### src/rtl/instruction_fetch_pkg.sv
// Shared definitions for the instruction fetch stage.
//   fetch_state_e : fetch FSM encoding
//   XLEN_DEF      : default address/PC width
//   ILEN_DEF      : default instruction width
//   RESET_PC_DEF  : default first fetch address after reset
//   PC_STEP       : byte distance between sequential instruction words
package instruction_fetch_pkg;

  localparam int          XLEN_DEF     = 64;
  localparam int          ILEN_DEF     = 32;
  localparam logic [63:0] RESET_PC_DEF = 64'h0;
  localparam int          PC_STEP      = 4;

  typedef enum logic [1:0] {
    FETCH_REQ  = 2'd0,
    FETCH_WAIT = 2'd1,
    FETCH_DROP = 2'd2
  } fetch_state_e;

endpackage

### src/rtl/instruction_fetch_fifo.sv
// Fetch buffer: DEPTH x WIDTH FIFO holding {pc, instr} pairs for decode.
// Ports:
//   clk, rst_n : clock, asynchronous active-low reset
//   flush      : synchronous clear; wins over push/pop
//   push       : write push_data at the tail
//   push_data  : entry to write
//   pop        : consume the head entry
//   head_data  : head entry, all zeros while empty
//   count      : number of occupied entries
module instruction_fetch_fifo #(
  parameter int DEPTH = 2,
  parameter int WIDTH = 96
) (
  input  logic                     clk,
  input  logic                     rst_n,
  input  logic                     flush,
  input  logic                     push,
  input  logic [WIDTH-1:0]         push_data,
  input  logic                     pop,
  output logic [WIDTH-1:0]         head_data,
  output logic [$clog2(DEPTH):0]   count
);

  localparam int AW = $clog2(DEPTH);
  localparam logic [AW:0] FULL_C = (AW+1)'(DEPTH);
  localparam logic [AW:0] ONE_C  = (AW+1)'(1);

  logic [WIDTH-1:0] mem [DEPTH];
  logic [AW-1:0]    wr_ptr;
  logic [AW-1:0]    rd_ptr;
  logic             do_push;
  logic             do_pop;

  assign do_push   = push && (count != FULL_C);
  assign do_pop    = pop && (count != '0);
  assign head_data = (count != '0) ? mem[rd_ptr] : '0;

  // DEPTH is a power of two, so the pointers wrap naturally.
  always_ff @(posedge clk or negedge rst_n) begin
    if (!rst_n) begin
      wr_ptr <= '0;
      rd_ptr <= '0;
      count  <= '0;
      for (int i = 0; i < DEPTH; i++) mem[i] <= '0;
    end else if (flush) begin
      wr_ptr <= '0;
      rd_ptr <= '0;
      count  <= '0;
    end else begin
      if (do_push) begin
        mem[wr_ptr] <= push_data;
        wr_ptr      <= wr_ptr + 1'b1;
      end
      if (do_pop) rd_ptr <= rd_ptr + 1'b1;
      case ({do_push, do_pop})
        2'b10:   count <= count + ONE_C;
        2'b01:   count <= count - ONE_C;
        default: count <= count;
      endcase
    end
  end

endmodule

### src/rtl/instruction_fetch.sv
// Fetch stage: owns the fetch PC, issues one word request at a time to
// instruction memory, buffers {pc, instr} pairs and presents them to decode.
// A redirect from execute (taken branch/jump) reloads the PC and flushes
// both the buffer and any in-flight response.
// Ports:
//   clk, rst_n        : clock, asynchronous active-low reset
//   redirect_valid/pc : execute redirect and its target (low 2 bits ignored)
//   imem_req_*        : request handshake, word-aligned address
//   imem_resp_*       : in-order response, one per accepted request
//   if_valid/ready    : buffer head handshake toward decode
//   if_pc, if_instr   : head entry, zero while the buffer is empty
//
// state      | meaning
// FETCH_REQ  | may issue a request when the buffer has room
// FETCH_WAIT | one request outstanding, response will be buffered
// FETCH_DROP | one request outstanding, response belongs to a flushed path
module instruction_fetch
  import instruction_fetch_pkg::*;
#(
  parameter int              XLEN     = XLEN_DEF,
  parameter int              ILEN     = ILEN_DEF,
  parameter int              DEPTH    = 2,
  parameter logic [XLEN-1:0] RESET_PC = XLEN'(RESET_PC_DEF)
) (
  input  logic            clk,
  input  logic            rst_n,
  input  logic            redirect_valid,
  input  logic [XLEN-1:0] redirect_pc,
  output logic            imem_req_valid,
  input  logic            imem_req_ready,
  output logic [XLEN-1:0] imem_req_addr,
  input  logic            imem_resp_valid,
  input  logic [ILEN-1:0] imem_resp_data,
  output logic            if_valid,
  input  logic            if_ready,
  output logic [XLEN-1:0] if_pc,
  output logic [ILEN-1:0] if_instr
);

  localparam int CW = $clog2(DEPTH) + 1;

  fetch_state_e          state;
  fetch_state_e          state_next;
  logic [XLEN-1:0]       fetch_pc;
  logic [XLEN-1:0]       fetch_pc_next;
  logic [XLEN-1:0]       req_pc;
  logic [XLEN-1:0]       req_pc_next;
  logic [XLEN-1:0]       pc_plus4;
  logic [XLEN-1:0]       redirect_target;
  logic                  running;
  logic                  credit;
  logic                  push;
  logic                  pop;
  logic [CW-1:0]         count;
  logic [XLEN+ILEN-1:0]  head_data;

  assign pc_plus4        = fetch_pc + XLEN'(PC_STEP);
  assign redirect_target = redirect_pc & ~XLEN'(3);
  assign credit          = count < CW'(DEPTH);
  assign imem_req_addr   = fetch_pc;
  assign if_valid        = (count != '0);
  assign pop             = if_valid && if_ready;
  assign {if_pc, if_instr} = head_data;

  // Holds off the first request until the first clock after reset release,
  // so imem_req_valid is low throughout reset.
  always_ff @(posedge clk or negedge rst_n) begin
    if (!rst_n) running <= 1'b0;
    else        running <= 1'b1;
  end

  always_ff @(posedge clk or negedge rst_n) begin
    if (!rst_n) begin
      state    <= FETCH_REQ;
      fetch_pc <= RESET_PC;
      req_pc   <= '0;
    end else begin
      state    <= state_next;
      fetch_pc <= fetch_pc_next;
      req_pc   <= req_pc_next;
    end
  end

  always_comb begin
    state_next     = state;
    fetch_pc_next  = fetch_pc;
    req_pc_next    = req_pc;
    imem_req_valid = 1'b0;
    push           = 1'b0;
    case (state)
      FETCH_REQ: begin
        imem_req_valid = running && credit && !redirect_valid;
        if (imem_req_valid && imem_req_ready) begin
          req_pc_next   = fetch_pc;
          fetch_pc_next = pc_plus4;
          state_next    = FETCH_WAIT;
        end
      end
      FETCH_WAIT: begin
        if (imem_resp_valid) begin
          push       = !redirect_valid;
          state_next = FETCH_REQ;
        end else if (redirect_valid) begin
          state_next = FETCH_DROP;
        end
      end
      FETCH_DROP: begin
        // The outstanding response retires the drop even if another redirect
        // lands in the same cycle; the new PC is still taken below.
        if (imem_resp_valid) state_next = FETCH_REQ;
      end
      default: state_next = FETCH_REQ;
    endcase
    if (redirect_valid) fetch_pc_next = redirect_target;
  end

  instruction_fetch_fifo #(
    .DEPTH (DEPTH),
    .WIDTH (XLEN + ILEN)
  ) u_fifo (
    .clk       (clk),
    .rst_n     (rst_n),
    .flush     (redirect_valid),
    .push      (push),
    .push_data ({req_pc, imem_resp_data}),
    .pop       (pop),
    .head_data (head_data),
    .count     (count)
  );

endmodule

### config.mk
export PLATFORM = sky130hd
export DESIGN_NAME = instruction_fetch
export DESIGN_NICKNAME = d
export VERILOG_FILES = /design/src/rtl/instruction_fetch_pkg.sv /design/src/rtl/instruction_fetch_fifo.sv /design/src/rtl/instruction_fetch.sv
export SDC_FILE = /design/constraint.sdc
export NUM_CORES = 1
export LEC_CHECK = 0
export ABC_AREA = 0
export BUFFER_PORTS_ARGS = -buffer_cell sky130_fd_sc_hd__buf_4
export CAP_MARGIN = 40
export CORE_AREA = 3 3 202 224
export CTS_BUF_LIST = sky130_fd_sc_hd__clkbuf_16
export CTS_CLUSTER_SIZE = 40
export DETAILED_ROUTE_END_ITERATION = 8
export DIE_AREA = 0 0 205 227
export MAX_ROUTING_LAYER = met4
export PLACE_DENSITY = 0.58
export SKIP_LAST_GASP = 1
export SLEW_MARGIN = 20
export SYNTH_ARGS = -nofsm -noshare
export SYNTH_HDL_FRONTEND = slang
export SYNTH_SLANG_ARGS = --single-unit
### constraint.sdc
create_clock -name clk -period 1.92 [get_ports clk]
set_input_delay 0.192 -clock clk [delete_from_list [all_inputs] [get_ports clk]]
set_output_delay 0.192 -clock clk [all_outputs]
set_load 0.1 [all_outputs]
**Word-level counts from Yosys, hierarchy flattened**

Cells that the tools add are included.

- Word-level logic and storage cells: 72
- Flip-flop bits (word level): 327
- Output and inout bits: 162
- Bits of input ports: 102

- Add/sub/neg operators: 5
- Eq/ne operators: 8
- Magnitude comparators: 4
- Bitwise logic cells: 3
- Reductions and logical operators: 19
- Mux-type cells: 24

Operators by type and width:

| cell | count |
|---|---|
| two-way mux 96 bit | 5 |
| bitwise mux 192 bit | 1 |
| two-way mux 64 bit | 3 |
| demux 96 bit (select 1 bit) | 1 |
| adder 64 x 3 -> 64 bit, second input constant | 1 |
| two-way mux 2 bit | 5 |
| nonzero test 2 bit | 5 |
| logical AND 1 bit | 7 |
| two-way mux 1 bit | 7 |
| != test 2 bit, second input constant | 3 |
| one-hot mux 2 bit (3 select lines) | 1 |
| AND reduction 2 bit | 3 |
| == test 2 x 1 -> 1 bit, second input constant | 2 |
| == test 2 bit, second input constant | 2 |
| greater-or-equal comparator 2 bit, second input constant | 2 |
| NOT 1 -> 2 bit | 2 |
| one-hot mux 2 bit (2 select lines) | 1 |
| != test 3 bit, second input constant | 1 |
| AND reduction 3 bit | 1 |
| nonzero test 3 bit | 1 |
| adder 1 bit, second input constant | 2 |
| adder 2 x 1 -> 2 bit, second input constant | 1 |
| zero test 2 bit | 1 |
| < comparator 2 x 1 -> 1 bit, second input constant | 1 |
| other kinds (4) | 4 |

**Longest topological paths before layout**

Gate-level depths: netlist of run 1.

- Depth after elaboration: 7
- Gate-level depth with buffers: 8
- Gate-level depth less buffers: 7

**Cells and area by module**

Synthesis of run 1 repeated with hierarchy kept, for this count alone.

- Cell total of the unflattened synthesis: 1395
- Area total of the unflattened synthesis: 15299.7 µm²

Modules (own cells, without submodules):

| module | cells each | times used | area each (µm²) | seq. area each (µm²) |
|---|---|---|---|---|
| instruction_fetch_fifo | 642 | 1 | 8748.4 | 4904.7 |
| instruction_fetch | 753 | 1 | 6551.3 | 3178.0 |

**Least setup slack after synthesis of run 1**

Ideal clock, no wire load.

- Path kind: register to output
- Start: register u_fifo.rd_ptr
- End: output if_pc[10]
- Setup slack: -0.982 ns
- Data arrival time: 2.710 ns
- Stages on the path, launching flop included: 6
- Data required time: 1.728 ns
- Buffers on the path: 3
- Cell sequence: dfrtp_1 > clkbuf_1 > buf_1 > clkbuf_1 > mux2i_1 > nor2_1

- Word-level cells in the longest chain between the ends: 5

Ends and longest elaborated chain:

| item | line | text |
|---|---|---|
| from (decl) | instruction_fetch_fifo.sv:30 | `logic [AW-1:0] rd_ptr;` |
| from (signal assigned) | instruction_fetch_fifo.sv:54 | `if (do_pop) rd_ptr <= rd_ptr + 1'b1;` |
| NOT 1 -> 2 bit (not written as such) | instruction_fetch_fifo.sv:36 | `assign head_data = (count != '0) ? mem[rd_ptr] : '0;` |
| two-way mux 96 bit (not written as such) (3 in series) | instruction_fetch_fifo.sv:36 |  |
| two-way mux 96 bit | instruction_fetch_fifo.sv:36 |  |
| to (decl) | instruction_fetch.sv:36 | `output logic [XLEN-1:0] if_pc,` |

Every way passes these cells. The select of a mux whose other input is x is not followed.

**Worst setup path in the final report of run 1**

- Start: register u_fifo.rd_ptr
- End: output if_pc[17]

Same word-level chain as after synthesis.

==> flow_summary.toml, run 1 <==
[outcome]
status = "finished with violations"
violations = "negative setup slack"

[die]
initial_core_util = 0.347
core_area_um2 = 43200
die-area_um2 = 46500
num_io_pins = 264
die_h_um = 227
fp.dieW_um = 205
rows = 80

[logic_synthesis]
synth_edf_count = 0
netlist.area_leader.share = 0.533
post-synth-top-count-cell = "dfrtp_1"
syn-mean-instance-area_um2 = 10.8
syn-cell-area_um2 = 15000
synthTopCellsByCount = "dfrtp_1 (319), nand2_1 (253), mux2_2 (185), nor2_1 (121), mux2i_1 (101)"
synthFlopType = "dfrtp_1"
yosys_warnings = 0
ys_async_sr_fraction = 1.00
yosysUniqueCellTypes = 63
ys_seq_elements = 319
yosys-top-cells-area = "dfrtp_1 (53%), mux2_2 (14%), mux2i_1 (6.7%), nand2_1 (6.3%), nor2_1 (3.0%)"
yosysTopAreaCell = "dfrtp_1"
seq_area_frac_synth = 0.533
syn_inst = 1384

[clock_network]
cts_max_level = 2
clk_pin_slew_ns = 0.06
cts_made_buffers = 36
ctsLongestPathBuffers = 3
cts_tree = "yes"
cts-root-buf = "clkbuf_16"
worstSkewPairLatency_ns = 0.52
cts_sinks = 319

[critical_path]
r2r-start = "imem_req_addr[12]"
r2r-end = "imem_req_addr[40]"
endpoint_kind = "output pin"
rr_worst_depth = 7
arrival_ns = 1.96
critPathLaunch = "u_fifo.rd_ptr"
worstSetupStartpointType = "flip-flop"
worstSetupPathType = "reg2out"
cp_max_fo = 29
crit_required_ns = 1.73
rrSetupSlack_ns = -0.17

[detailed_routing]
drtIter0Drc = 715
vias_per_cell = 5.05
postRouteAntennaNets = 0
drc = 0
dr_total_vias = 12493
dr.pass1.iters = 4
wirelength_mm = 48.8
wl_per_cell_um = 19.7

[placed_design]
place.gp.congestion = 0.877
io_buffers = 257
place.detailed.hpwl_mm = 32.8
dp_slack_ns = -0.147

[power]
powerDensity_nw_per_um2 = 888
finalPower_w = 0.0205
peakVddDrop_mv = 0.504
cellLeakagePower_nw = 10.6

[timing]
finalHoldViolations = 0
min_period_over_period = 1.12
layout_setup_ws_ns = -0.237
fin_skew_ns = 0.0121
finalMaxSlewViolations = 0
min_period_ns = 2.16
setup_viol = 120
rsz0062_at_grt = "yes"
fmax_ghz = 0.464

[cells_and_area]
diodes = 0
finalNetCount = 1979
drive_gt1_frac = 0.505
area_delta_synth_final_pct = 54.3
final_util = 0.535

[grt]
antenna_found_initial = 0
grt_overflow = 0
grt_max_degree = 86
grt_pass1_wl_mm = 73.9
grt_usage = 0.209
grt_pass1_vias = 12707

[flow_run]
maxCapViolations = 0

[min_path]
hold_class = "in2async"
logic make-up (layout without fill, tap and decap cells):
kind of cell	count (synthesis)	after routing	synth area share
flops	319	319	0.533
compound gates	140	140	0.0629
simple gates	523	523	0.163
fa+ha+maj	1	1	0.000835
other cells	2	5	0.000501
xor+xnor	7	7	0.00409
buf+inv	106	620	0.0291
mux	286	286	0.206
sequential cells by signal, indices dropped and copies added (netlist names):
signal and count:
u_fifo.wr_ptr 1, u_fifo.rd_ptr 1, imem_req_addr 62, u_fifo.mem 188
state 2, u_fifo.count 2, req_pc 62, running 1
through the flow:
step | hold slack [ns] | instances | instance area, um^2 | setup TNS [ns]
floorplan | -0.104 | 1387 | 16100 | -7.99
global placement | 0.0340 | 2282 | 19800 | -1.30
detailed placement | 0.0344 | 2282 | 19800 | -1.93
CTS | 0.0651 | 2463 | 22700 | -22.13
global route | 0.110 | 2475 | 23100 | -28.30
finish | 0.0913 | 2475 | 23100 | -17.90
per-layer routing:
layer | up-vias | track usage | wire length (um)
met5 | - | - | 0
met4 | 0 | 0.0578 | 1220
met3 | 74 | 0.0337 | 2380
met2 | 304 | 0.328 | 23300
met1 | 6283 | 0.281 | 21900
li1 | 5832 | - | -
power by group:
part | total, W | internal [W] | switching, W | leakage (nW)
clock network | 0.00658 | 0.00386 | 0.00271 | 0.607
registers | 0.00874 | 0.00793 | 0.000810 | 4.08
logic | 0.00521 | 0.00206 | 0.00315 | 5.86
total | 0.0205 | 0.0139 | 0.00668 | 10.6
cells in the final DEF (no fill, tap or decap), types with 34 or more instances in the layout:
master	Yosys	layout
dfrtp_1	319	262
nor2_4	0	92
o21ai_0	54	34
mux2i_2	0	56
nand2_1	253	247
buf_4	6	374
mux2i_1	101	39
dlygate4sd3_1	0	97
buf_12	0	38
clkbuf_16	0	42
mux2_2	185	185
what timing repair did:
action / 4_1_cts / 5_1_grt
gates resized for setup: 123 / 70
hold endpoints to repair: 448 / 0
pin swaps: 24 / 18
hold buffers: 97 / 0
gates cloned: 3 / 5
setup buffers: 19 / 9
setup endpoints to repair: 125 / 233
final cells by class:
class	count	area (um^2)
flip-flops and latches	319	8130
repair buffers	545	5140
well taps	574	718
clock inverters	26	179
multi-input cells	962	7980
clock buffers	37	926
fillers	3770	20100
inverters	12	45.0
worst max-delay path, cell delays in order, from the launching register on:
cell     delay [ns]
dfrtp_4        0.50
buf_12         0.28
mux2i_2        0.35
nor2_4         0.05
buf_4          0.23
worst max path at each step:
stage	endpoint	cells past startpoint	slack [ns]
2_1_floorplan	imem_req_addr[56]	8	-0.34
3_3_place_gp	imem_req_addr[40]	8	-0.13
3_5_place_dp	imem_req_addr[44]	8	-0.15
4_1_cts	if_pc[51]	4	-0.26
5_1_grt	if_pc[17]	4	-0.30
6_report	if_pc[17]	4	-0.24
(Power assumes the default switching activity.)
==> run 2, diff against run 1 <==
CELL_PAD_IN_SITES_DETAIL_PLACEMENT = 1   (was unset)
CELL_PAD_IN_SITES_GLOBAL_PLACEMENT = 2   (was unset)
CORE_AREA = 3 3 208 230   (was 3 3 202 224)
DIE_AREA = 0 0 211 233   (was 0 0 205 227)
PLACE_DENSITY = 0.78   (was 0.58)
RECOVER_POWER = 100   (was unset)
==> run 2 against run 1 <==
  * The flow still finishes with violations (negative setup slack)
  * Flip-flop and latch count is the same
  * Sequential power is 1% higher
  * Sequential share of layout area shrank 2.2 points
  * Highest routed layer unchanged
  * Worst setup slack worse by 0.044 ns
  * Routed wire length grew 21%
  * Largest cell class unchanged
  * Clock power increased by 8.8%
  * Total power increased by 4.4%
==> flow_summary.toml, run 2 (synthesis results as in run 1) <==
[power]
p_sw_w = 0.00717
p_int_w = 0.0143
power_frac_seq = 0.413
switching_share = 0.334
peakVddDrop_mv = 0.484
powerDensity_nw_per_um2 = 868
cellLeakagePower_nw = 11.0
p_comb_frac = 0.253
clockPowerShare = 0.334

[timing]
min_period_over_period = 1.15
tightestPinTransition_ns = 1.03
hold_ws_ns = 0.0586
rsz0062_at_grt = "yes"
layout_setup_ws_ns = -0.280
finalHoldViolations = 0
fmax_ghz = 0.455
slew_headroom = 0.313
finalMaxSlewViolations = 0
min_period_ns = 2.20
fin_skew_ns = 0.0364
setup_viol = 333

[die]
die-area_um2 = 49200
initial_core_util = 0.328
num_io_pins = 264
fp.dieW_um = 211
die_h_um = 233
rows = 82
core_area_um2 = 45700

[placed_design]
place.detailed.hpwl_mm = 36.3
place.gp.congestion = 0.863
io_buffers = 257
place_inst = 2299

[clock_network]
cts_sinks = 319
cts-root-buf = "clkbuf_16"
worstSkewPairLatency_ns = 0.58
ctsLongestPathBuffers = 3
cts_max_level = 2
cts_tree = "yes"
clk_pin_slew_ns = 0.06
cts_made_buffers = 37

[detailed_routing]
wl_per_cell_um = 23.3
wirelength_mm = 59.1
drtIter0Drc = 705
vias_per_cell = 5.16
postRouteAntennaNets = 0
dr_total_vias = 13093
drc = 0
dr.pass1.iters = 5

[grt]
grt_pass1_wl_mm = 84.4
antenna_found_initial = 0
grt_max_degree = 67
grt_overflow = 0
grt_usage = 0.229
grt_pass1_vias = 14070

[cells_and_area]
final_cells = 2537
finalNetCount = 2024
largest_register_ffs = 188
top_register = "u_fifo.mem"
diodes = 0
final_common_cell = "dfrtp_1"
fill_cells = 4580
seqCellArea_um2 = 8130
drive_gt1_frac = 0.524
multi_input_comb_area_um2 = 8070
final_util = 0.541
final_cell_mix = "dfrtp_1 (262), nand2_1 (246), buf_4 (236), mux2_2 (185), buf_12 (112)"
area_delta_synth_final_pct = 64.8

[flow_run]
maxCapViolations = 0

[min_path]
hold_class = "in2reg"

[outcome]
status = "finished with violations"
violations = "negative setup slack"

[critical_path]
arrival_ns = 2.01
cp_max_fo = 23
endpoint_kind = "output pin"
worstSetupPathType = "reg2out"
crit_required_ns = 1.73
worstSetupStartpointType = "flip-flop"
[run 2: changes by cell type in the layout (fill, tap and decap cells not counted), moves of 8 or more]
| cell | before | now |
|---|---|---|
| clkbuf_1 | 0 | 8 |
| buf_12 | 38 | 112 |
| buf_2 | 0 | 21 |
| inv_1 | 29 | 19 |
| mux2i_2 | 56 | 64 |
| buf_4 | 374 | 236 |
| clkbuf_2 | 0 | 45 |
| mux2i_1 | 39 | 25 |
| clkbuf_4 | 0 | 11 |
| buf_16 | 6 | 15 |
[run 2: what timing repair did]
item / 4_1_cts / 5_1_grt
endpoints found under the hold margin: 182 / 0
pin swaps: 36 / 54
hold buffers: 97 / 0
endpoints found under the setup margin: 128 / 255
cloned: 9 / 12
buffers inserted: 21 / 36
resized for setup: 233 / 256
[run 2: layer usage]
layer	global-route usage	wire length [um]	vias to the layer above
li1	-	-	5934
met5	-	0	-
met2	0.387	30600	302
met3	0.0352	2180	103
met1	0.279	24400	6754
met4	0.0798	1900	0
[run 2: area by class of cell]
class	count	area share
clock inverter	30	0.0118
tap	588	0.0298
inverter	12	0.00213
sequential	319	0.329
timing repair buffer	588	0.263
clock buffer	37	0.0375
multi-input combinational	963	0.327
[run 2: power groups by stage]
stage | sequential, W | clock (W) | combinational, W
4_1_cts | 0.00871 | 0.00737 | 0.00524
5_1_grt | 0.00900 | 0.00763 | 0.00578
6_report | 0.00885 | 0.00716 | 0.00543
3_5_place_dp | 0.00877 | 0 | 0.00483
2_1_floorplan | 0.00963 | 0 | 0.00230
3_3_place_gp | 0.00868 | 0 | 0.00471
[run 2: per-stage QoR]
step | setup TNS (ns) | cell area (um^2) | total power, W | setup slack (ns)
floorplan | -7.99 | 16100 | 0.0119 | -0.340
global placement | -1.45 | 19800 | 0.0134 | -0.168
detailed placement | -2.75 | 19900 | 0.0136 | -0.203
CTS | -29.63 | 23500 | 0.0213 | -0.350
global route | -83.56 | 24700 | 0.0224 | -0.346
finish | -47.68 | 24700 | 0.0214 | -0.280
[run 2: critical path, cell delays in order, from the launching register on]
cell and delay [ns]:
dfrtp_4 0.42, buf_12 0.15, buf_16 0.23, mux2i_2 0.35, nor2_4 0.04, buf_4 0.23
[run 2: path summary, 6_finish.rpt]
kind | start | endpoint | slack (ns) | cells after the start
setup / recovery | u_fifo.rd_ptr | if_pc[26] | -0.28 | 5
hold / removal | redirect_valid | state[0] | 0.06 | 5
setup reg to reg | imem_req_addr[2] | imem_req_addr[54] | -0.20 | 8
hold reg to reg | u_fifo.mem[93] | u_fifo.mem[93] | 0.49 | 2
max in group asynchronous | rst_n | imem_req_addr[18] | 0.25 | 3
min in group asynchronous | rst_n | u_fifo.mem[180] | 0.37 | 2
